### src/rtl/cache_ram_port_pkg.sv
// cache_ram_port_pkg: shared RAM select codes, FSM state encoding and line geometry
package cache_ram_port_pkg;
    localparam int WORD_IDX_W = 3;
    localparam logic [1:0] SEL_IC = 2'b00;
    localparam logic [1:0] SEL_DC = 2'b01;
    localparam logic [1:0] SEL_RSVD = 2'b10;
    localparam logic [1:0] SEL_DC_WB = 2'b11;
    typedef enum logic [1:0] {IDLE = 2'd0, REQ = 2'd1, DONE = 2'd2} state_e;
endpackage

### src/rtl/cache_ram_port_if.sv
// cache_ram_port_if: per-word RAM command inputs and memory req/ack bus of cache_ram_port
interface cache_ram_port_if #(
    parameter int ADDR_W = 32,
    parameter int DATA_W = 32,
    parameter int WORD_IDX_W = cache_ram_port_pkg::WORD_IDX_W
);
    logic ram_en_in;
    logic ram_write_in;
    logic [1:0] ram_addr_sel_in;
    logic [WORD_IDX_W-1:0] counter_in;
    logic [ADDR_W-1:0] ic_addr_in;
    logic [ADDR_W-1:0] dc_addr_in;
    logic [ADDR_W-1:0] dc_wb_addr_in;
    logic [DATA_W-1:0] wb_data_in;
    logic mem_req_out;
    logic mem_we_out;
    logic [ADDR_W-1:0] mem_addr_out;
    logic [DATA_W-1:0] mem_wdata_out;
    logic mem_ack_in;
    logic [DATA_W-1:0] mem_rdata_in;
    logic [DATA_W-1:0] fill_data_out;
    logic [WORD_IDX_W-1:0] fill_idx_out;
    logic word_done_out;
    logic busy_out;
    logic err_out;
    modport master (
        output ram_en_in, ram_write_in, ram_addr_sel_in, counter_in, ic_addr_in, dc_addr_in,
               dc_wb_addr_in, wb_data_in, mem_ack_in, mem_rdata_in,
        input  mem_req_out, mem_we_out, mem_addr_out, mem_wdata_out, fill_data_out, fill_idx_out,
               word_done_out, busy_out, err_out
    );
    modport slave (
        input  ram_en_in, ram_write_in, ram_addr_sel_in, counter_in, ic_addr_in, dc_addr_in,
               dc_wb_addr_in, wb_data_in, mem_ack_in, mem_rdata_in,
        output mem_req_out, mem_we_out, mem_addr_out, mem_wdata_out, fill_data_out, fill_idx_out,
               word_done_out, busy_out, err_out
    );
endinterface

### src/rtl/cache_ram_port_addr_gen.sv
// cache_ram_port_addr_gen: picks the line base by RAM select and inserts the word offset
module cache_ram_port_addr_gen import cache_ram_port_pkg::*; #(
    parameter int ADDR_W = 32,
    parameter int WORD_IDX_W = cache_ram_port_pkg::WORD_IDX_W
) (
    input  logic [1:0] sel,
    input  logic [WORD_IDX_W-1:0] idx,
    input  logic [ADDR_W-1:0] ic_addr,
    input  logic [ADDR_W-1:0] dc_addr,
    input  logic [ADDR_W-1:0] dc_wb_addr,
    output logic [ADDR_W-1:0] addr,
    output logic bad_sel
);
    logic [ADDR_W-1:0] base;
    logic unused_lo;
    // the reserved code falls back to the D-cache miss address
    assign base = sel == SEL_IC ? ic_addr : sel == SEL_DC_WB ? dc_wb_addr : dc_addr;
    assign addr = {base[ADDR_W-1:WORD_IDX_W+2], idx, 2'b00};
    assign bad_sel = sel == SEL_RSVD;
    assign unused_lo = ^base[WORD_IDX_W+1:0];
endmodule

### src/rtl/cache_ram_port.sv
// cache_ram_port: registered req/ack memory engine issuing one cache line word per command
// Optional CACHE_RAM_TIMEOUT_EN: ack watchdog that forces completion and flags err_out.
module cache_ram_port import cache_ram_port_pkg::*; #(
    parameter int ADDR_W = 32,
    parameter int DATA_W = 32,
    parameter int WORD_IDX_W = cache_ram_port_pkg::WORD_IDX_W
`ifdef CACHE_RAM_TIMEOUT_EN
    , parameter int TIMEOUT = 64
`endif
) (
    input logic clk,
    input logic reset,
    cache_ram_port_if.slave bus
);
    state_e state;
    logic [WORD_IDX_W-1:0] idx;
    logic [ADDR_W-1:0] gen_addr;
    logic bad_sel;
`ifdef CACHE_RAM_TIMEOUT_EN
    localparam int CNT_W = $clog2(TIMEOUT);
    logic [CNT_W-1:0] cnt;
`endif
    cache_ram_port_addr_gen #(.ADDR_W(ADDR_W), .WORD_IDX_W(WORD_IDX_W)) u_addr_gen (
        .sel(bus.ram_addr_sel_in),
        .idx(bus.counter_in),
        .ic_addr(bus.ic_addr_in),
        .dc_addr(bus.dc_addr_in),
        .dc_wb_addr(bus.dc_wb_addr_in),
        .addr(gen_addr),
        .bad_sel(bad_sel)
    );
    always_ff @(posedge clk) begin
        if (reset) begin
            state <= IDLE;
            idx <= '0;
            bus.mem_req_out <= 1'b0;
            bus.mem_we_out <= 1'b0;
            bus.mem_addr_out <= '0;
            bus.mem_wdata_out <= {DATA_W{1'b0}};
            bus.fill_data_out <= '0;
            bus.fill_idx_out <= '0;
            bus.word_done_out <= 1'b0;
            bus.busy_out <= 1'b0;
            bus.err_out <= 1'b0;
`ifdef CACHE_RAM_TIMEOUT_EN
            cnt <= '0;
`endif
        end else begin
            bus.word_done_out <= 1'b0;
            case (state)
                IDLE: begin
                    if (bus.mem_ack_in || (bus.ram_en_in && bad_sel)) bus.err_out <= 1'b1;
                    if (bus.ram_en_in) begin
                        state <= REQ;
                        idx <= bus.counter_in;
                        bus.mem_req_out <= 1'b1;
                        bus.busy_out <= 1'b1;
                        bus.mem_we_out <= bus.ram_write_in;
                        bus.mem_addr_out <= gen_addr;
                        bus.mem_wdata_out <= bus.wb_data_in;
`ifdef CACHE_RAM_TIMEOUT_EN
                        cnt <= '0;
`endif
                    end
                end
                REQ: begin
                    if (bus.mem_ack_in) begin
                        state <= DONE;
                        bus.mem_req_out <= 1'b0;
                        bus.mem_we_out <= 1'b0;
                        bus.word_done_out <= 1'b1;
                        if (!bus.mem_we_out) begin
                            bus.fill_data_out <= bus.mem_rdata_in;
                            bus.fill_idx_out <= idx;
                        end
                    end
`ifdef CACHE_RAM_TIMEOUT_EN
                    else if (cnt == CNT_W'(TIMEOUT - 1)) begin
                        state <= DONE;
                        bus.mem_req_out <= 1'b0;
                        bus.mem_we_out <= 1'b0;
                        bus.word_done_out <= 1'b1;
                        bus.err_out <= 1'b1;
                        if (!bus.mem_we_out) begin
                            bus.fill_data_out <= '0;
                            bus.fill_idx_out <= idx;
                        end
                    end
                    cnt <= cnt + 1'b1;
`endif
                end
                DONE: begin
                    if (bus.mem_ack_in) bus.err_out <= 1'b1;
                    state <= IDLE;
                    bus.busy_out <= 1'b0;
                end
                default: state <= IDLE;
            endcase
        end
    end
endmodule

### src/flat_wrapper.sv
// flat-port wrapper written by rule: the top's interface ports become plain ports
module cache_ram_port_flat import cache_ram_port_pkg::*;
#(
    parameter int ADDR_W = 32,
    parameter int DATA_W = 32,
    parameter int WORD_IDX_W = cache_ram_port_pkg::WORD_IDX_W

)
  (clk, reset, bus_ram_en_in, bus_ram_write_in, bus_ram_addr_sel_in, bus_counter_in, bus_ic_addr_in, bus_dc_addr_in, bus_dc_wb_addr_in, bus_wb_data_in, bus_mem_ack_in, bus_mem_rdata_in, bus_mem_req_out, bus_mem_we_out, bus_mem_addr_out, bus_mem_wdata_out, bus_fill_data_out, bus_fill_idx_out, bus_word_done_out, bus_busy_out, bus_err_out);
  cache_ram_port_if #(.ADDR_W(ADDR_W), .DATA_W(DATA_W), .WORD_IDX_W(WORD_IDX_W)) bus_i ();
  input logic clk;
  input logic reset;
  input wire logic [$bits(bus_i.ram_en_in)-1:0] bus_ram_en_in;
  input wire logic [$bits(bus_i.ram_write_in)-1:0] bus_ram_write_in;
  input wire logic [$bits(bus_i.ram_addr_sel_in)-1:0] bus_ram_addr_sel_in;
  input wire logic [$bits(bus_i.counter_in)-1:0] bus_counter_in;
  input wire logic [$bits(bus_i.ic_addr_in)-1:0] bus_ic_addr_in;
  input wire logic [$bits(bus_i.dc_addr_in)-1:0] bus_dc_addr_in;
  input wire logic [$bits(bus_i.dc_wb_addr_in)-1:0] bus_dc_wb_addr_in;
  input wire logic [$bits(bus_i.wb_data_in)-1:0] bus_wb_data_in;
  input wire logic [$bits(bus_i.mem_ack_in)-1:0] bus_mem_ack_in;
  input wire logic [$bits(bus_i.mem_rdata_in)-1:0] bus_mem_rdata_in;
  output wire logic [$bits(bus_i.mem_req_out)-1:0] bus_mem_req_out;
  output wire logic [$bits(bus_i.mem_we_out)-1:0] bus_mem_we_out;
  output wire logic [$bits(bus_i.mem_addr_out)-1:0] bus_mem_addr_out;
  output wire logic [$bits(bus_i.mem_wdata_out)-1:0] bus_mem_wdata_out;
  output wire logic [$bits(bus_i.fill_data_out)-1:0] bus_fill_data_out;
  output wire logic [$bits(bus_i.fill_idx_out)-1:0] bus_fill_idx_out;
  output wire logic [$bits(bus_i.word_done_out)-1:0] bus_word_done_out;
  output wire logic [$bits(bus_i.busy_out)-1:0] bus_busy_out;
  output wire logic [$bits(bus_i.err_out)-1:0] bus_err_out;
  assign bus_i.ram_en_in = bus_ram_en_in;
  assign bus_i.ram_write_in = bus_ram_write_in;
  assign bus_i.ram_addr_sel_in = bus_ram_addr_sel_in;
  assign bus_i.counter_in = bus_counter_in;
  assign bus_i.ic_addr_in = bus_ic_addr_in;
  assign bus_i.dc_addr_in = bus_dc_addr_in;
  assign bus_i.dc_wb_addr_in = bus_dc_wb_addr_in;
  assign bus_i.wb_data_in = bus_wb_data_in;
  assign bus_i.mem_ack_in = bus_mem_ack_in;
  assign bus_i.mem_rdata_in = bus_mem_rdata_in;
  assign bus_mem_req_out = bus_i.mem_req_out;
  assign bus_mem_we_out = bus_i.mem_we_out;
  assign bus_mem_addr_out = bus_i.mem_addr_out;
  assign bus_mem_wdata_out = bus_i.mem_wdata_out;
  assign bus_fill_data_out = bus_i.fill_data_out;
  assign bus_fill_idx_out = bus_i.fill_idx_out;
  assign bus_word_done_out = bus_i.word_done_out;
  assign bus_busy_out = bus_i.busy_out;
  assign bus_err_out = bus_i.err_out;
  cache_ram_port #(.ADDR_W(ADDR_W), .DATA_W(DATA_W), .WORD_IDX_W(WORD_IDX_W)) u_core (.clk(clk), .reset(reset), .bus(bus_i));
endmodule
### config.mk
export PLATFORM = sky130hd
export DESIGN_NAME = cache_ram_port_flat
export DESIGN_NICKNAME = d
export VERILOG_FILES = /design/src/rtl/cache_ram_port_pkg.sv /design/src/rtl/cache_ram_port_if.sv /design/src/rtl/cache_ram_port_addr_gen.sv /design/src/rtl/cache_ram_port.sv /design/src/flat_wrapper.sv
export SDC_FILE = /design/constraint.sdc
export NUM_CORES = 1
export LEC_CHECK = 0
export ABC_AREA = 0
export ABC_CLOCK_PERIOD_IN_PS = 1700
export CAP_MARGIN = 30
export CORE_UTILIZATION = 39
export CTS_CLUSTER_SIZE = 20
export DETAILED_ROUTE_END_ITERATION = 16
export GPL_ROUTABILITY_DRIVEN = 0
export PLACE_DENSITY = 0.83
export SLEW_MARGIN = 10
export SYNTH_ARGS = -nofsm -noshare
export SYNTH_HDL_FRONTEND = slang
export SYNTH_HIERARCHICAL = 1
export SYNTH_SLANG_ARGS = --single-unit
export TNS_END_PERCENT = 1
### constraint.sdc
create_clock -name clk -period 1.7 [get_ports clk]
set_clock_uncertainty 0.05 [all_clocks]
set_input_delay 0.34 -clock clk [delete_from_list [all_inputs] [get_ports clk]]
set_output_delay 0.34 -clock clk [all_outputs]
set_load 0.1 [all_outputs]
==> results.sh, run 1 <==
export IMPL_yosysWarningCount=6
export IMPL_fin_crit_ns=1.53
export IMPL_root_buffer="clkbuf_16"
export IMPL_final_hold_viol_count=0
export IMPL_postLayoutCoreUtil_pct=73.3
export IMPL_synth_ff_type="dfxtp_1"
export IMPL_crit_type="input port to register"
export IMPL_power_density_nw_per_um2=862
export IMPL_cts_max_path_buffers=2
export IMPL_path_buf_inv=2
export IMPL_grt_pass1_vias=4933
export IMPL_holdPathStages=2
export IMPL_initial_core_util_pct=40.3
export IMPL_wl_per_cell_microns=15.2
export IMPL_viasPerCell=4.86
export IMPL_fp_dieArea_sq_um=13000
export IMPL_drive_above_1_share_pct=20.7
export IMPL_grt_pass1_wl_microns=23600
export IMPL_synth_cell_area_sq_um=4880
export IMPL_layout_nets=979
export IMPL_syn2layout_area_growth_pct=82.1
export IMPL_hold_worst_slack_ns=0.361
export IMPL_post_cts_buffers=0
export IMPL_worstPathRequired_ns=1.87
export IMPL_synth_distinct_cells=26
export IMPL_synth_edff_count=0
export IMPL_h_tree_depth=3
export IMPL_numCtsBuffers=9
export IMPL_crit_path_start="bus_ram_en_in"
export IMPL_antenna_found_initial=0
export IMPL_cts_tree="built"
export IMPL_cp_arrival_ns=1.70
export IMPL_drcViolationCount=0
export IMPL_fmax_ghz=0.653
export IMPL_reg2reg_depth=4
export IMPL_clkTransAtPathRegs_ns=0.07
export IMPL_hold_class="input port to register"
export IMPL_avgSynthCellArea_sq_um=8.55
export IMPL_startpoint_type="input port"
export IMPL_path_max_fanout=14
export IMPL_clock_sinks=109
export IMPL_syn_inst=571
export IMPL_synth_area_top_cells="dfxtp_1, mux2i_1, nand2_1"
export IMPL_crit_path_max_incr_delay_ns=0.53
export IMPL_rr_startpoint="u_core/state[1]"
export IMPL_core_area_sq_um=12100
export IMPL_maxCapViolations=0
export IMPL_power_mw=7.66
export IMPL_ir_drop_mv=0.604
export IMPL_hold_end="u_core/bus.err_out"
export IMPL_worstHoldStart="reset"
export IMPL_mostFrequentLayoutCell="nand2_1"
export IMPL_rrSetupSlack_ns=0.23
export IMPL_ys_async_sr_fraction_pct=0
export IMPL_track_usage_pct=22.9
export IMPL_r2r_end="u_core/bus.mem_wdata_out[12]"
export IMPL_grt_max_degree=45
export IMPL_n_antenna_cell=0
export IMPL_detailed_place_hpwl_microns=11600
export IMPL_yosysTopAreaCell="dfxtp_1"
export IMPL_seq_area_frac_synth_pct=44.7
export IMPL_drv_slew=0
export IMPL_rsz0062_at_grt="no"
export IMPL_synth_seq_cells=109
export IMPL_vias=4767
export IMPL_drt_iter0_markers=196
export IMPL_overflow=0
export IMPL_mostFrequentLayoutCells="nand2_1, clkdlybuf4s50_1, buf_12, dfxtp_1, a21oi_1"
export IMPL_postCtsHoldBufs=0
export IMPL_die_x_microns=114
export IMPL_outcome="finished clean"
export IMPL_portBuffers=258
export IMPL_drtPass1Iterations=4
export IMPL_rows=40
export IMPL_post_route_period_util_pct=90.1
export IMPL_die_y_microns=114
export IMPL_crit_chain="clkdlybuf4s50_1, or3b_4, buf_4, nand2_2, a21oi_1"
export IMPL_cts_resized=0
export IMPL_setup_viol=0
export IMPL_p_leak_nw=3.54
export IMPL_worstSkewPairLatency_ns=0.33
export IMPL_ant_nets=0
export IMPL_slowest_stage="clkdlybuf4s50_1"
export IMPL_end_kind="register"
export IMPL_synth_top_area_share_pct=44.7
export IMPL_wirelength_microns=14900
export IMPL_io_pin_count=274
export IMPL_cp_top_family="buffers and inverters"
[power by group]
part | internal, mW | total, mW | switching, mW
clock | 1.29 | 2.18 | 0.890
sequential | 2.70 | 2.87 | 0.165
combinational | 1.09 | 2.62 | 1.53
total | 5.08 | 7.66 | 2.58
[layer usage]
| layer | up-vias | wire length (microns) | GRT usage, % |
|---|---|---|---|
| met5 | - | 0 | 0 |
| met4 | 0 | 401 | 8.05 |
| met3 | 30 | 933 | 6.70 |
| met2 | 159 | 7900 | 43.6 |
| met1 | 2215 | 5680 | 23.9 |
| li1 | 2363 | - | - |
[logic make-up after synthesis]
group	Yosys count	synth area share [%]
AOI/OAI and AO/OA	112	11.7
buffers and inverters	52	7.92
DFF	109	44.7
muxes	81	16.6
other	1	0.0768
and+or+nand+nor	216	19.0
[how the worst max path moves through the flow]
stage,end,slack [ns],cells after the start
finish,u_core/bus.mem_wdata_out[12],0.17,5
global route,u_core/bus.mem_addr_out[18],0.12,5
CTS,u_core/bus.mem_wdata_out[12],0.19,5
detailed placement,u_core/bus.mem_wdata_out[12],-0.15,5
global placement,u_core/bus.mem_addr_out[27],-0.12,5
floorplan,u_core/bus.fill_data_out[10],0.18,5
[synthesized netlist by cell type, types with 2 or more instances]
library cell	n
o21ai_0	3
clkbuf_1	11
nor4_1	2
nor2b_1	3
buf_2	13
a21oi_1	106
nand2_1	178
buf_6	5
dfxtp_1	109
inv_1	2
nor2_1	2
buf_4	14
buf_12	5
mux2i_1	81
nand2_2	26
[sequential cells by signal (all words and copies together), names as in the netlist, 2 cells and up]
name	cells
u_core/bus.fill_data_out	32
u_core/bus.fill_idx_out	3
u_core/bus.mem_addr_out	32
u_core/bus.mem_wdata_out	32
u_core/idx	3
u_core/state	2
[per-stage QoR]
stage | TNS, ns | worst slack [ns] | std cells | area (sq um)
floorplan | 0 | 0.177 | 572 | 4880
global placement | -6.72 | -0.124 | 966 | 8580
detailed placement | -7.55 | -0.150 | 966 | 8580
CTS | 0 | 0.193 | 981 | 8880
global route | 0 | 0.119 | 981 | 8880
finish | 0 | 0.168 | 981 | 8880
[area by class of cell]
class / instances / area, sq um
sequential: 109 / 2180
fill: 844 / 3230
inverter: 2 / 7.51
clock buffer: 11 / 233
multi-input combinational: 411 / 2320
timing repair buffer: 276 / 3860
clock inverter: 4 / 73.8
tap: 168 / 210
No activity file was read; power rests on OpenSTA's default activity.
==> inputs of run 2 (changes only) <==
- CORE_MARGIN: default -> 8
- CTS_CLUSTER_SIZE: 20 -> default
==> results.sh, run 2 (same netlist as run 1, synthesis figures left out) <==
export IMPL_fp_dieArea_sq_um=16300
export IMPL_ir_drop_mv=0.700
export IMPL_crit_type="input port to register"
export IMPL_numCtsBuffers=9
export IMPL_cp_arrival_ns=1.74
export IMPL_mostFrequentLayoutCell="nand2_1"
export IMPL_overflow=0
export IMPL_postCtsHoldBufs=0
export IMPL_wirelength_microns=16500
export IMPL_grt_pass1_wl_microns=25600
export IMPL_die_y_microns=128
export IMPL_drcViolationCount=0
export IMPL_detailed_place_hpwl_microns=13000
export IMPL_drv_slew=0
export IMPL_outcome="finished clean"
export IMPL_root_buffer="clkbuf_16"
export IMPL_drt_iter0_markers=270
export IMPL_drive_above_1_share_pct=21.2
export IMPL_clock_sinks=109
export IMPL_post_route_period_util_pct=89.3
export IMPL_worstPathRequired_ns=1.92
export IMPL_setup_tns_ns=0
export IMPL_syn2layout_area_growth_pct=83.1
export IMPL_final_hold_viol_count=0
export IMPL_wl_per_cell_microns=16.6
export IMPL_mostFrequentLayoutCells="nand2_1, clkdlybuf4s50_1, buf_12, dfxtp_1, a21oi_1"
export IMPL_rows=41
export IMPL_top_regs="u_core/bus.fill_data_out x32, u_core/bus.mem_addr_out x32, u_core/bus.mem_wdata_out x32"
export IMPL_portBuffers=258
export IMPL_rsz0062_at_grt="no"
export IMPL_ant_nets=0
export IMPL_n_antenna_cell=0
export IMPL_maxCapViolations=0
export IMPL_placed_area_sq_um=8600
export IMPL_grt_max_degree=58
export IMPL_grt_pass1_vias=4932
export IMPL_antenna_found_initial=0
export IMPL_initial_core_util_pct=39.3
export IMPL_h_tree_depth=3
export IMPL_power_density_nw_per_um2=873
export IMPL_clkTransAtPathRegs_ns=0.07
export IMPL_fin_crit_ns=1.52
export IMPL_rrSetupSlack_ns=0.29
export IMPL_finalInstanceArea_sq_um=8940
export IMPL_cts_tree="built"
export IMPL_post_cts_buffers=0
export IMPL_io_pin_count=274
export IMPL_setup_viol=0
export IMPL_startpoint_type="input port"
export IMPL_hold_class="input port to register"
export IMPL_core_area_sq_um=12400
export IMPL_cts_max_path_buffers=2
export IMPL_drtPass1Iterations=5
export IMPL_power_mw=7.80
export IMPL_viasPerCell=4.76
export IMPL_die_x_microns=128
export IMPL_end_kind="register"
export IMPL_worstSkewPairLatency_ns=0.34
export IMPL_vias=4709
export IMPL_layout_nets=982
export IMPL_path_max_fanout=19
export IMPL_track_usage_pct=19.9
export IMPL_fmax_ghz=0.658
export IMPL_p_leak_nw=3.57
export IMPL_cts_resized=0
run 2: layout make-up:
cell class,instances,area [sq um]
well taps,172,215
clock buffers,11,243
multi-input cells,411,2320
fillers,881,3480
inverters,2,7.51
clock inverters,5,88.8
repair buffers,279,3880
flip-flops and latches,109,2180
run 2: power by group:
part | total [mW] | switching [mW] | internal [mW]
clock | 2.31 | 0.957 | 1.35
combinational | 2.63 | 1.53 | 1.10
sequential | 2.87 | 0.163 | 2.70
total | 7.80 | 2.65 | 5.15
run 2: path summary, 6_finish.rpt:
kind | from | to | cells past startpoint
setup / recovery | bus_ram_en_in | u_core/bus.mem_wdata_out[22] | 5
hold / removal | bus_ram_addr_sel_in[0] | u_core/bus.mem_addr_out[24] | 4
setup reg to reg | u_core/state[1] | u_core/bus.mem_wdata_out[22] | 4
hold reg to reg | u_core/idx[2] | u_core/bus.fill_idx_out[2] | 2
run 2: stage by stage:
| stage | hold slack [ns] | utilization (%) | std cells | worst slack (ns) |
|---|---|---|---|---|
| after floorplan | 0.382 | - | 572 | 0.177 |
| after detailed placement | 0.396 | 69.3 | 973 | -0.185 |
| after CTS | 0.341 | 72.0 | 989 | 0.161 |
| final | 0.358 | 72.0 | 989 | 0.181 |
| after global placement | 0.392 | 69.3 | 973 | -0.165 |
| after global routing | 0.378 | 72.0 | 989 | 0.0536 |
run 2: critical path, cell delays in order:
cell,delay (ns)
clkdlybuf4s50_1,0.52
nor3b_4,0.34
buf_4,0.30
nand2_1,0.09
a21oi_1,0.14
run 2: layer usage:
layer | global-route usage [%] | vias up | share of wire [%]
li1 | - | 2367 | -
met1 | 20.3 | 2162 | 37
met2 | 35.6 | 142 | 52
met3 | 6.91 | 38 | 7.8
met4 | 9.86 | 0 | 3.7
met5 | 0 | - | 0
